<file path="config.mk">
export PLATFORM = sky130hd
export DESIGN_NAME = calc_key_sequencer_flat
export DESIGN_NICKNAME = d
export VERILOG_FILES = /design/src/rtl/calc_key_sequencer_if.sv /design/src/rtl/calc_key_sequencer.sv /design/src/flat_wrapper.sv
export SDC_FILE = /design/constraint.sdc
export NUM_CORES = 1
export LEC_CHECK = 0
export ABC_CLOCK_PERIOD_IN_PS = 3800
export BUFFER_PORTS_ARGS = -buffer_cell sky130_fd_sc_hd__buf_2
export CELL_PAD_IN_SITES_DETAIL_PLACEMENT = 0
export CELL_PAD_IN_SITES_GLOBAL_PLACEMENT = 1
export CORE_ASPECT_RATIO = 1.2
export CORE_MARGIN = 2
export CORE_UTILIZATION = 40
export DETAILED_ROUTE_END_ITERATION = 16
export PLACE_DENSITY = 0.76
export SLEW_MARGIN = 20
export SYNTH_ARGS = -nofsm -noshare
export SYNTH_HDL_FRONTEND = slang
export SYNTH_SLANG_ARGS = --single-unit
</file>
<file path="constraint.sdc">
create_clock -name clock -period 3.8 [get_ports clock]
set_input_delay 0 -clock clock [delete_from_list [all_inputs] [get_ports clock]]
set_output_delay 0 -clock clock [all_outputs]
set_load 0.01 [all_outputs]
</file>
<file path="src/rtl/calc_key_sequencer_if.sv">
// Key-event handshake and Sel holder-control bus between the keypad front end,
// the calc_key_sequencer (master) and the holders/environment (slave).
interface calc_key_sequencer_if #(
   parameter int DATA_W = 8
);
   logic              key_valid;
   logic              key_ready;
   logic [1:0]        key_type;
   logic [DATA_W-1:0] key_data;
   logic [2:0]        Sel;
   logic [DATA_W-1:0] Operand;
   logic [1:0]        Op;
   logic              result_valid;
   logic              err;

   modport master (
      input  key_valid, key_type, key_data,
      output key_ready, Sel, Operand, Op, result_valid, err
   );

   modport slave (
      output key_valid, key_type, key_data,
      input  key_ready, Sel, Operand, Op, result_valid, err
   );
endinterface

</file>
<file path="src/rtl/calc_key_sequencer.sv">
// Calculator key sequencer: turns accepted key events into one-cycle Sel holder commands.
// Optional macro SEQ_ERR_STICKY_EN: err latches on an illegal key until a clear key or reset.
module calc_key_sequencer #(
   parameter int RESULT_LAT = 2,
   parameter int DATA_W     = 8
) (
   input  logic                 clock,
   input  logic                 reset_n,
   calc_key_sequencer_if.master bus
);
   localparam logic [2:0] SEL_HOLD   = 3'b000;
   localparam logic [2:0] SEL_LOAD_A = 3'b001;
   localparam logic [2:0] SEL_LOAD_B = 3'b010;
   localparam logic [2:0] SEL_LOAD_OP = 3'b011;
   localparam logic [2:0] SEL_CLEAR  = 3'b100;
   localparam logic [2:0] SEL_COMP   = 3'b101;
   localparam logic [2:0] SEL_A_RES  = 3'b110;

   localparam logic [1:0] KEY_NUM   = 2'b00;
   localparam logic [1:0] KEY_OPER  = 2'b01;
   localparam logic [1:0] KEY_EQ    = 2'b10;
   localparam logic [1:0] KEY_CLEAR = 2'b11;

   typedef enum logic [2:0] {
      INIT, WAIT_A, HAVE_A, WAIT_B, HAVE_B, COMPUTE, DONE, RELOAD_OP
   } state_t;

   state_t            state;
   logic [3:0]        cnt;
   logic [2:0]        sel_reg;
   logic [DATA_W-1:0] operand_reg;
   logic [1:0]        op_reg;
   logic              result_valid_reg;
   logic              err_reg;
   logic              ready;
   logic              accept;

   always_comb begin
      ready = 1'b0;
      case (state)
         WAIT_A, HAVE_A, WAIT_B, HAVE_B, DONE: ready = reset_n;
         default:                             ready = 1'b0;
      endcase
   end

   assign accept = ready & bus.key_valid;

   always_ff @(posedge clock) begin
      if (!reset_n) begin
         state            <= INIT;
         cnt              <= '0;
         sel_reg          <= SEL_HOLD;
         operand_reg      <= '0;
         op_reg           <= '0;
         result_valid_reg <= 1'b0;
         err_reg          <= 1'b0;
      end else begin
         sel_reg <= SEL_HOLD;
`ifndef SEQ_ERR_STICKY_EN
         err_reg <= 1'b0;
`endif
         case (state)
            // Holders have no reset, so clear them once on the way out of reset.
            INIT: begin
               sel_reg <= SEL_CLEAR;
               state   <= WAIT_A;
            end
            COMPUTE: begin
               if (cnt == 4'd0) begin
                  result_valid_reg <= 1'b1;
                  state            <= DONE;
               end else begin
                  cnt <= cnt - 4'd1;
               end
            end
            RELOAD_OP: begin
               sel_reg <= SEL_LOAD_OP;
               state   <= WAIT_B;
            end
            default: begin
               if (accept) begin
                  if (bus.key_type == KEY_CLEAR) begin
                     sel_reg          <= SEL_CLEAR;
                     operand_reg      <= '0;
                     result_valid_reg <= 1'b0;
`ifdef SEQ_ERR_STICKY_EN
                     err_reg          <= 1'b0;
`endif
                     state            <= WAIT_A;
                  end else begin
                     case (state)
                        WAIT_A: begin
                           if (bus.key_type == KEY_NUM) begin
                              sel_reg     <= SEL_LOAD_A;
                              operand_reg <= bus.key_data;
                              state       <= HAVE_A;
                           end else begin
                              err_reg <= 1'b1;
                           end
                        end
                        HAVE_A: begin
                           case (bus.key_type)
                              KEY_NUM: begin
                                 sel_reg     <= SEL_LOAD_A;
                                 operand_reg <= bus.key_data;
                              end
                              KEY_OPER: begin
                                 sel_reg <= SEL_LOAD_OP;
                                 op_reg  <= bus.key_data[1:0];
                                 state   <= WAIT_B;
                              end
                              default: err_reg <= 1'b1;
                           endcase
                        end
                        WAIT_B: begin
                           case (bus.key_type)
                              KEY_NUM: begin
                                 sel_reg     <= SEL_LOAD_B;
                                 operand_reg <= bus.key_data;
                                 state       <= HAVE_B;
                              end
                              KEY_OPER: begin
                                 sel_reg <= SEL_LOAD_OP;
                                 op_reg  <= bus.key_data[1:0];
                              end
                              default: err_reg <= 1'b1;
                           endcase
                        end
                        HAVE_B: begin
                           // A second operator here is simply dropped.
                           case (bus.key_type)
                              KEY_NUM: begin
                                 sel_reg     <= SEL_LOAD_B;
                                 operand_reg <= bus.key_data;
                              end
                              KEY_EQ: begin
                                 sel_reg <= SEL_COMP;
                                 cnt     <= 4'(RESULT_LAT - 1);
                                 state   <= COMPUTE;
                              end
                              default: ;
                           endcase
                        end
                        DONE: begin
                           case (bus.key_type)
                              KEY_NUM: begin
                                 sel_reg          <= SEL_LOAD_A;
                                 operand_reg      <= bus.key_data;
                                 result_valid_reg <= 1'b0;
                                 state            <= HAVE_A;
                              end
                              // Chain on the result: copy it into A, then load the operator.
                              KEY_OPER: begin
                                 sel_reg          <= SEL_A_RES;
                                 op_reg           <= bus.key_data[1:0];
                                 result_valid_reg <= 1'b0;
                                 state            <= RELOAD_OP;
                              end
                              default: ;
                           endcase
                        end
                        default: ;
                     endcase
                  end
               end
            end
         endcase
      end
   end

   assign bus.key_ready    = ready;
   assign bus.Sel          = sel_reg;
   assign bus.Operand      = operand_reg;
   assign bus.Op           = op_reg;
   assign bus.result_valid = result_valid_reg;
   assign bus.err          = err_reg;
endmodule

</file>
<file path="src/flat_wrapper.sv">
// flat-port wrapper written by rule: the top's interface ports become plain ports
module calc_key_sequencer_flat 
#(
   parameter int RESULT_LAT = 2,
   parameter int DATA_W     = 8
)
  (clock, reset_n, bus_key_valid, bus_key_type, bus_key_data, bus_key_ready, bus_Sel, bus_Operand, bus_Op, bus_result_valid, bus_err);
  calc_key_sequencer_if #(.DATA_W(DATA_W)) bus_i ();
  input  logic clock;
  input  logic reset_n;
  input wire logic [$bits(bus_i.key_valid)-1:0] bus_key_valid;
  input wire logic [$bits(bus_i.key_type)-1:0] bus_key_type;
  input wire logic [$bits(bus_i.key_data)-1:0] bus_key_data;
  output wire logic [$bits(bus_i.key_ready)-1:0] bus_key_ready;
  output wire logic [$bits(bus_i.Sel)-1:0] bus_Sel;
  output wire logic [$bits(bus_i.Operand)-1:0] bus_Operand;
  output wire logic [$bits(bus_i.Op)-1:0] bus_Op;
  output wire logic [$bits(bus_i.result_valid)-1:0] bus_result_valid;
  output wire logic [$bits(bus_i.err)-1:0] bus_err;
  assign bus_i.key_valid = bus_key_valid;
  assign bus_i.key_type = bus_key_type;
  assign bus_i.key_data = bus_key_data;
  assign bus_key_ready = bus_i.key_ready;
  assign bus_Sel = bus_i.Sel;
  assign bus_Operand = bus_i.Operand;
  assign bus_Op = bus_i.Op;
  assign bus_result_valid = bus_i.result_valid;
  assign bus_err = bus_i.err;
  calc_key_sequencer #(.RESULT_LAT(RESULT_LAT), .DATA_W(DATA_W)) u_core (.clock(clock), .reset_n(reset_n), .bus(bus_i));
endmodule
</file>
; Yosys cells after proc, flatten, opt, wreduce, memory -nomap -nowiden
; Index checks and enable logic that the tools add are counted.
[word_totals]
register_bits = 22
word_cells = 94
input_bits = 13
out_inout_bits = 16
[classes]
eq_ne = 18
muxes = 38
add_sub_neg = 1
n_bitwise = 6
n_reduce_logical = 24
[ops]
columns = cell, n
row1 = case mux 3 bit (5 select lines), 2
row2 = two-way mux 3 bit, 9
row3 = two-way mux 8 bit, 3
row4 = two-way mux 4 bit, 5
row5 = "!= test 6 x 1 -> 1 bit, second input constant", 3
row6 = case mux 3 bit (2 select lines), 3
row7 = case mux 3 bit (3 select lines), 2
row8 = "== test 3 bit, second input constant", 4
row9 = AND reduction 5 bit, 2
row10 = nonzero test 2 bit, 5
row11 = two-way mux 1 bit, 9
row12 = nonzero test 9 bit, 1
row13 = case mux 2 bit (2 select lines), 2
row14 = case mux 4 bit (2 select lines), 1
row15 = AND reduction 8 bit, 1
row16 = "!= test 7 x 4 -> 1 bit, second input constant", 1
row17 = "== test 3 x 2 -> 1 bit, second input constant", 2
row18 = "!= test 6 x 2 -> 1 bit, second input constant", 1
row19 = AND reduction 6 bit, 1
row20 = nonzero test 3 bit, 2
row21 = OR reduction 2 bit, 3
row22 = OR reduction 3 bit, 2
row23 = OR reduction 6 bit, 1
row24 = inverter 1 bit, 5
row25 = other kinds (14), 17

; Logic depth before layout (Yosys ltp)
; Gate-level depths: netlist of the first run.
[logic_depth]
word_depth = 7
mapped_depth = 7
depth_no_buf = 6

; Worst setup path before layout of the first run
; OpenSTA, ideal clock, no wires.
[synth_timing]
path_kind = register to register
start = reg u_core.cnt[0]
end = reg u_core.state[0]
setup_ns = 0.072
required_time_ns = 3.728
path_buffers = 0
path_slack_ns = 2.066
arrival_time_ns = 1.662
stages_incl_launch_ff = 7
period_less_slack_ns = 1.734
path_cell_list = dfxtp_1 > inv_1 > ha_1 > or3b_4 > a32o_2 > nor4_4 > mux2i_1
[synth_via]
elab_chain_len = 3
[synth_rtl]
columns = item, line
row1 = "start, declared", calc_key_sequencer.sv:29  ; logic [3:0] cnt;
row2 = "start signal, assigned", calc_key_sequencer.sv:73  ; cnt <= cnt - 4'd1;
row3 = "start signal, assigned", calc_key_sequencer.sv:138  ; cnt <= 4'(RESULT_LAT - 1);
row4 = logical NOT 4 bit, calc_key_sequencer.sv:69  ; if (cnt == 4'd0) begin
row5 = != test 2 x 1 -> 1 bit (no line), --
row6 = AND reduction 8 bit (no line), --
row7 = "end signal, assigned", calc_key_sequencer.sv:66  ; state <= WAIT_A;
row8 = "end signal, assigned", calc_key_sequencer.sv:71  ; state <= DONE;
row9 = "end signal, assigned", calc_key_sequencer.sv:78  ; state <= WAIT_B;
row10 = "end, declared", calc_key_sequencer.sv:28  ; state_t state;
; No other way between the ends.
; A chain may end at the register's enable or synchronous reset.

; Final worst setup path of the first run
[layout_timing]
start = reg u_core.state[2]
end = reg u_core.state[0]
[layout_via]
elab_chain_len = 6
word_cells_on_any_way = 24
classes_between = eq/ne: 13 / mux: 5 / bitwise: 1 / reduce/logical: 5
[layout_rtl]
columns = item, line
row1 = "start signal, assigned", calc_key_sequencer.sv:50  ; state <= INIT;
row2 = "start signal, assigned", calc_key_sequencer.sv:66
row3 = "start signal, assigned", calc_key_sequencer.sv:71
row4 = "== test 3 x 1 -> 1 bit, or another cell as far along", "calc_key_sequencer.sv:40, calc_key_sequencer.sv:91"
row5 = OR reduction 5 bit (no line), --
row6 = two-way mux 1 bit, calc_key_sequencer.sv:40  ; case (state)
row7 = bitwise AND 1 bit, calc_key_sequencer.sv:46  ; assign accept = ready & bus.key_valid;
row8 = nonzero test 4 bit (no line), --
row9 = AND reduction 8 bit (no line), --
; Parallel ways exist; a longest one is shown, timed or not. The select of a mux whose other input is x is not followed.

==> results of run 1 <==
==> layer usage <==
metal | GRT usage [%] | part of all wire [%] | vias to the layer above
met5 | 0 | 0 | -
met4 | 7.75 | 1.8 | 0
met3 | 2.81 | 4.5 | 7
met2 | 28.1 | 47 | 32
met1 | 24.5 | 46 | 598
li1 | - | - | 636
==> worst min-delay path: cells and delay by family <==
family	cells	cell delay, ns
simple gates	1	0.07
buf+inv	1	0.10
compound gates	1	0.06
==> cell families (layout without fill, tap and decap cells) <==
family,Yosys count,in the layout,share of synthesized area [%]
AOI/OAI and AO/OA,47,47,25.2
adders and majority gates,8,8,7.07
buffers and inverters,22,42,6.81
DFF,22,22,31.1
muxes,7,7,5.04
and+or+nand+nor,58,58,24.8
==> worst max path at each step <==
| stage | end | from | cells after the start |
|---|---|---|---|
| final | u_core.state[0] | u_core.state[2] | 4 |
| after global routing | u_core.state[1] | u_core.state[2] | 4 |
| after CTS | u_core.state[2] | u_core.state[2] | 4 |
| after detailed placement | u_core.state[0] | u_core.state[2] | 4 |
| after global placement | u_core.state[0] | u_core.state[2] | 4 |
| after floorplan | u_core.state[0] | u_core.cnt[0] | 6 |
==> through the flow <==
| stage | hold WS [ns] | power (mW) | cells | area (µm²) | utilization [%] |
|---|---|---|---|---|---|
| 2_1_floorplan | 0.144 | 0.499 | 164 | 1420 | - |
| 3_3_place_gp | 0.256 | 0.542 | 215 | 1540 | 45.6 |
| 3_5_place_dp | 0.265 | 0.550 | 215 | 1540 | 45.6 |
| 4_1_cts | 0.00180 | 0.772 | 221 | 1630 | 48.3 |
| 5_1_grt | 0.00797 | 0.815 | 221 | 1630 | 48.3 |
| 6_report | -0.00427 | 0.774 | 221 | 1630 | 48.3 |
==> layout make-up <==
cell class	instances	area, µm²
clock buffer	3	41.3
tap	37	46.3
timing repair buffer	30	160
fill	340	1740
sequential	22	440
inverter	8	30.0
clock inverter	1	30.0
multi-input combinational	120	878
==> power by group through the flow <==
stage | combinational [mW] | clock (mW) | sequential [mW]
detailed placement | 0.221 | 0 | 0.329
global placement | 0.215 | 0 | 0.327
finish | 0.223 | 0.225 | 0.326
CTS | 0.224 | 0.225 | 0.324
floorplan | 0.222 | 0 | 0.276
global route | 0.247 | 0.235 | 0.334
==> placed cells by master, fill, tap and decap left out, types with 2 or more instances in the layout <==
master,count
buf_2,28
dfxtp_1,22
a21oi_1,15
nand3b_1,13
nand2_1,12
nor2_1,12
o21ai_0,9
inv_1,8
ha_1,8
mux2i_1,6
nand3_1,4
a211oi_1,3
nor3b_1,3
o211ai_1,3
nor3_1,3
clkbuf_8,3
nor2b_1,2
and3b_1,2
o221a_2,2
dlygate4sd3_1,2
==> timing repair <==
| action | CTS | global route |
|---|---|---|
| endpoints found under the setup margin | 0 | 0 |
| gates resized for setup | 0 | 0 |
| hold endpoints to repair | 2 | 0 |
| hold buffers | 2 | 0 |
==> results.md, run 1 <==
- Status: finished, violations left
- Failing checks: negative hold slack
- Total net switching power: 0.269 mW
- Final WL: 3.38 mm
- Synth Net Count: 185
- Grt ovf: 0
- # Post-CTS Setup Buffers: 0
- Worst Hold Class: primary input to flop
- Slew Limit Headroom: 34.7%
- Hold Path End: u_core.bus.Operand[6]
- Peak supply drop: 262 µV
- CTS tree: yes
- Hold Path Stages: 3
- Final setup violation count: 0
- CP max stage cell: dfxtp_1
- RR Startpoint: u_core.state[2]
- I/O pin total: 29
- Number of global-route vias before repair: 1259
- DR vias: 1273
- Clock power share: 29.1%
- DRT antenna net count: 0
- P_leak: 0.660 nW
- CP endpoint kind: flop
- WP buf/inv: 1
- Post-synth EDFFs: 0
- Die H: 69.2 µm
- Initial antenna violation count: 0
- Port Buffers: 28
- Synthesized area: 0.00142 mm²
- Fmax: 463 MHz
- Clock Sinks: 22
- R2R Setup Slk: 1.64 ns
- Worst EP required: 4.00 ns
- Max reg flops: 8
- Critical path class: flop to flop
- Power share of the combinational group: 28.7%
- Wire length per cell: 15.3 µm
- Core area: 0.00337 mm²
- Worst Setup Start Kind: flop
- Sw frac: 34.7%
- Setup WS post-layout: 1.64 ns
- Clock buffer depth: 2
- Die Wd: 58.3 µm
- Die area: 0.00403 mm²
- Internal: 0.506 mW
- Max-Cap Viols: 0
- Ys flop type: dfxtp_1
- Placer Congestion: 0.809
- Post-DP HPWL: 2.41 mm
- Delay-heaviest family, CP: flip-flops
- Most common cell in the netlist: dfxtp_1
- Fin Clk Skew: 0.00197 ns
- Area delta synth->final: 14.9%
- Worst r2r path cells: 4
- Iter 0 DRT Violations: 40
- First-pass GRT wire length: 5.91 mm
- Sequential share of power: 42.2%
- # diodes: 0
- Hold Vio Cnt, Final: 2
- Critical Path Fanout Max: 27
- R2R Path End: u_core.state[0]
- Max incr delay on CP: 0.95 ns
- Worst-Skew Late Latency: 0.27 ns
- Synth cell count leaders: dfxtp_1, a21oi_1, nand3b_1
- RSZ-0062 raised after global routing: no
- CTS Buf Count: 3
- Clock Tree Root: clkbuf_8
- Largest net degree at the start of global routing: 29
- Post-layout minimum cycle time: 2.16 ns
- Area share of the largest cell type after synthesis: 31.1%
- Layout Nets: 206
- Drt drc: 0
- Avg Inst Size Synth: 8.63 µm²
- Final hold slack: -0.00427 ns
- Post-synth top area cell: dfxtp_1
- Gr usage total: 18.1%
- Worst-path cell chain: inv_1 -> a32o_2 -> nor4_4 -> mux2i_1
- CTS clk-pin slew, worst paths: 0.09 ns
- Pre-antenna DRT Iters: 4
- Async SR Flop Fraction: 0%
- Tcrit/Tclk final: 56.8%
- Sequential fraction of the synthesis area: 31.1%
- Post-synth cell types: 44
- Initial Utilization: 42.0%
- Vias per cell: 5.76
- Setup TNS: 0 ns
- Ranking of synthesized cells by area: dfxtp_1, ha_1, nand3b_1, a21oi_1, mux2i_1
- H-tree Lvls: 1
- PwrDens: 476 mW/mm²
- Hold Startpoint: bus_key_data[6]
- Syn Inst Count: 164
- Ys Warns: 0
- Slew Viols, Final: 0
- Worst-margin pin slew: 0.978 ns
- Dpl ws: 1.69 ns
- Layout cells sized above 1: 24.5%
- Num rows: 23
- Seq cells post-synth: 22
- WP data arrival: 2.36 ns
(Power assumes the default switching activity.)
==> inputs of run 2 (changes only) <==
--- a/config.mk
+++ b/config.mk
@@ -5,7 +5,7 @@
 export SDC_FILE = /design/constraint.sdc
 export NUM_CORES = 1
 export LEC_CHECK = 0
-export ABC_CLOCK_PERIOD_IN_PS = 3800
+export ABC_CLOCK_PERIOD_IN_PS = 2000
 export BUFFER_PORTS_ARGS = -buffer_cell sky130_fd_sc_hd__buf_2
 export CELL_PAD_IN_SITES_DETAIL_PLACEMENT = 0
 export CELL_PAD_IN_SITES_GLOBAL_PLACEMENT = 1
==> constraint.sdc (replaced) <==
create_clock -name clock -period 2 [get_ports clock]
set_input_delay 0 -clock clock [delete_from_list [all_inputs] [get_ports clock]]
set_output_delay 0 -clock clock [all_outputs]
set_load 0.01 [all_outputs]
==> run 2 against run 1 <==
Compared with the run above: the flow now finishes without violations; die area unchanged; wire length decreased by 2.2%; hold slack improved by 0.0083 ns; register-to-register slack got worse by 1.5 ns; sequential cell count unchanged; maximum frequency increased by 14%; global-route usage decreased by 0.96 points; sequential power increased by 71%; critical endpoint is now u_core.state[1]; largest cell class unchanged.
==> results.md, run 2 (same netlist as run 1, synthesis figures left out) <==
- Clock buffer depth: 2 (unchanged)
- Worst-path cell chain: inv_1 -> ha_1 -> or3b_4 -> a32o_2 -> o311ai_0 -> o41ai_1
- CTS tree: yes
- Worst Setup Start Kind: flop
- Layout Nets: 214 (+3.9%)
- Fmax: 530 MHz (+14%)
- CTS clk-pin slew, worst paths: 0.08 ns (about the same)
- Clock Tree Root: clkbuf_8
- Max incr delay on CP: 0.38 ns (-0.57 ns)
- Largest net degree at the start of global routing: 17 (-41%)
- Wire length per cell: 14.4 µm (-5.7%)
- Worst Hold Class: primary input to flop
- Final hold slack: 0.00406 ns (+0.00832 ns)
- Final WL: 3.31 mm (-2.2%)
- Commonest non-fill, non-tap cell in the layout: buf_2
- Grt ovf: 0 (unchanged)
- Peak supply drop: 439 µV (+68%)
- Max-Cap Viols: 0 (unchanged)
- Num rows: 23 (unchanged)
- CTS Buf Count: 3 (unchanged)
- Die H: 69.2 µm (unchanged)
- Setup TNS: 0 ns (unchanged)
- First-pass GRT wire length: 5.63 mm (-4.7%)
- Placer Congestion: 0.824 (+1.8%)
- Final setup violation count: 0 (unchanged)
- Worst-margin pin slew: 0.534 ns (-0.444 ns)
- Hold Path Stages: 3 (unchanged)
- WP data arrival: 2.01 ns (-0.35 ns)
- CP Depth: 6 (+2)
- DRT antenna net count: 0 (unchanged)
- Max reg flops: 8 (unchanged)
- P_leak: 0.701 nW (+6.2%)
- Tcrit/Tclk final: 94.3% (+37 points)
- Pre-antenna DRT Iters: 4 (unchanged)
- Port Buffers: 28 (unchanged)
- Fin cells: 229 (+3.6%)
- Final core occ: 50.0% (+1.7 points)
- Tot Pwr: 1.49 mW (+93%)
- Slew Limit Headroom: 64.4% (+30 points)
- H-tree Lvls: 1 (unchanged)
- I/O pin total: 29 (unchanged)
- RSZ-0062 raised after global routing: no
- Area delta synth->final: 19.0%
- Vias per cell: 5.73 (-0.54%)
- Worst r2r path cells: 6 (+2)
- Post-layout minimum cycle time: 1.89 ns (-0.273 ns)
- Initial Utilization: 42.0% (unchanged)
- Drt drc: 0 (unchanged)
- Clock Sinks: 22 (unchanged)
- CP endpoint kind: flop
- Iter 0 DRT Violations: 58 (+45%)
- Initial antenna violation count: 0 (unchanged)
- DR vias: 1312 (+3.1%)
- Core area: 0.00337 mm² (unchanged)
- Post-DP HPWL: 2.51 mm (+4.1%)
- PwrDens: 887 mW/mm² (+86%)
- Placed instance count: 224 (+4.2%)
- CP max stage cell: or3b_4
- Status: finished, final reports clean
- Layout cells sized above 1: 28.1% (+3.7 points)
- Worst EP required: 2.13 ns (-1.87 ns)
- Slew Viols, Final: 0 (unchanged)
- Worst-Skew Late Latency: 0.26 ns (about the same)
- Delay-heaviest family, CP: compound AO/OA/AOI/OAI gates
- R2R Setup Slk: 0.11 ns (-1.53 ns)
- WP buf/inv: 1 (unchanged)
- Critical Path Fanout Max: 4 (-85%)
- Critical path class: flop to flop
- Die Wd: 58.3 µm (unchanged)
- Most frequent cells in the layout: buf_2, dfxtp_1, a21oi_1
- Number of global-route vias before repair: 1306 (+3.7%)
- Die area: 0.00403 mm² (unchanged)
- Hold Vio Cnt, Final: 0 (-2)
- Fin Clk Skew: 0.00872 ns (+0.00675 ns)
- # diodes: 0 (unchanged)
- Gr usage total: 17.2% (-0.96 points)
[run 2: changes by cell type in the layout (fill, tap and decap cells not counted), sizes merged]
cell         change
dlygate4sd3      -1
buf              +9
[run 2: repair_timing]
action | CTS | global route
resized for setup | 0 | 0
setup buffers | 0 | 0
hold buffers | 1 | 0
hold endpoints to repair | 1 | 0
setup endpoints to repair | 0 | 0
[run 2: per-layer routing]
layer | share of wire (%) | wire length, µm | track usage [%]
met5 | 0 | 0 | 0
met1 | 43 | 1430 | 19.8
met3 | 5.9 | 194 | 4.32
met2 | 50 | 1650 | 30.5
met4 | 0.94 | 31 | 4.65
[run 2: worst paths after layout]
| kind | from | endpoint |
|---|---|---|
| hold / removal | bus_key_data[5] | u_core.bus.Operand[5] |
| setup reg to reg | u_core.cnt[0] | u_core.state[1] |
| setup / recovery | u_core.cnt[0] | u_core.state[1] |
| hold reg to reg | u_core.bus.Operand[5] | u_core.bus.Operand[5] |
[run 2: cell type report]
cell class	instances	area [µm²]
tap	37	46.3
sequential	22	440
clock buffer	3	41.3
inverter	8	30.0
multi-input combinational	120	878
clock inverter	1	30.0
fill	321	1680
timing repair buffer	38	218
[run 2: stage by stage]
stage / worst slack (ns) / cell area (µm²)
6_report: 0.114 / 1680
5_1_grt: 0.0173 / 1680
4_1_cts: 0.130 / 1680
3_5_place_dp: 0.176 / 1600
3_3_place_gp: 0.215 / 1600
2_1_floorplan: 0.266 / 1420
[run 2: tightest hold or removal path, stage by stage]
cell and delay (ns):
buf_2 0.10, nand3b_1 0.07, a21oi_1 0.06
[run 2: power by group]
group | leakage [nW] | internal (mW) | switching (mW)
Clock | 0.0357 | 0.267 | 0.143
Sequential | 0.178 | 0.483 | 0.0749
Combinational | 0.487 | 0.246 | 0.280
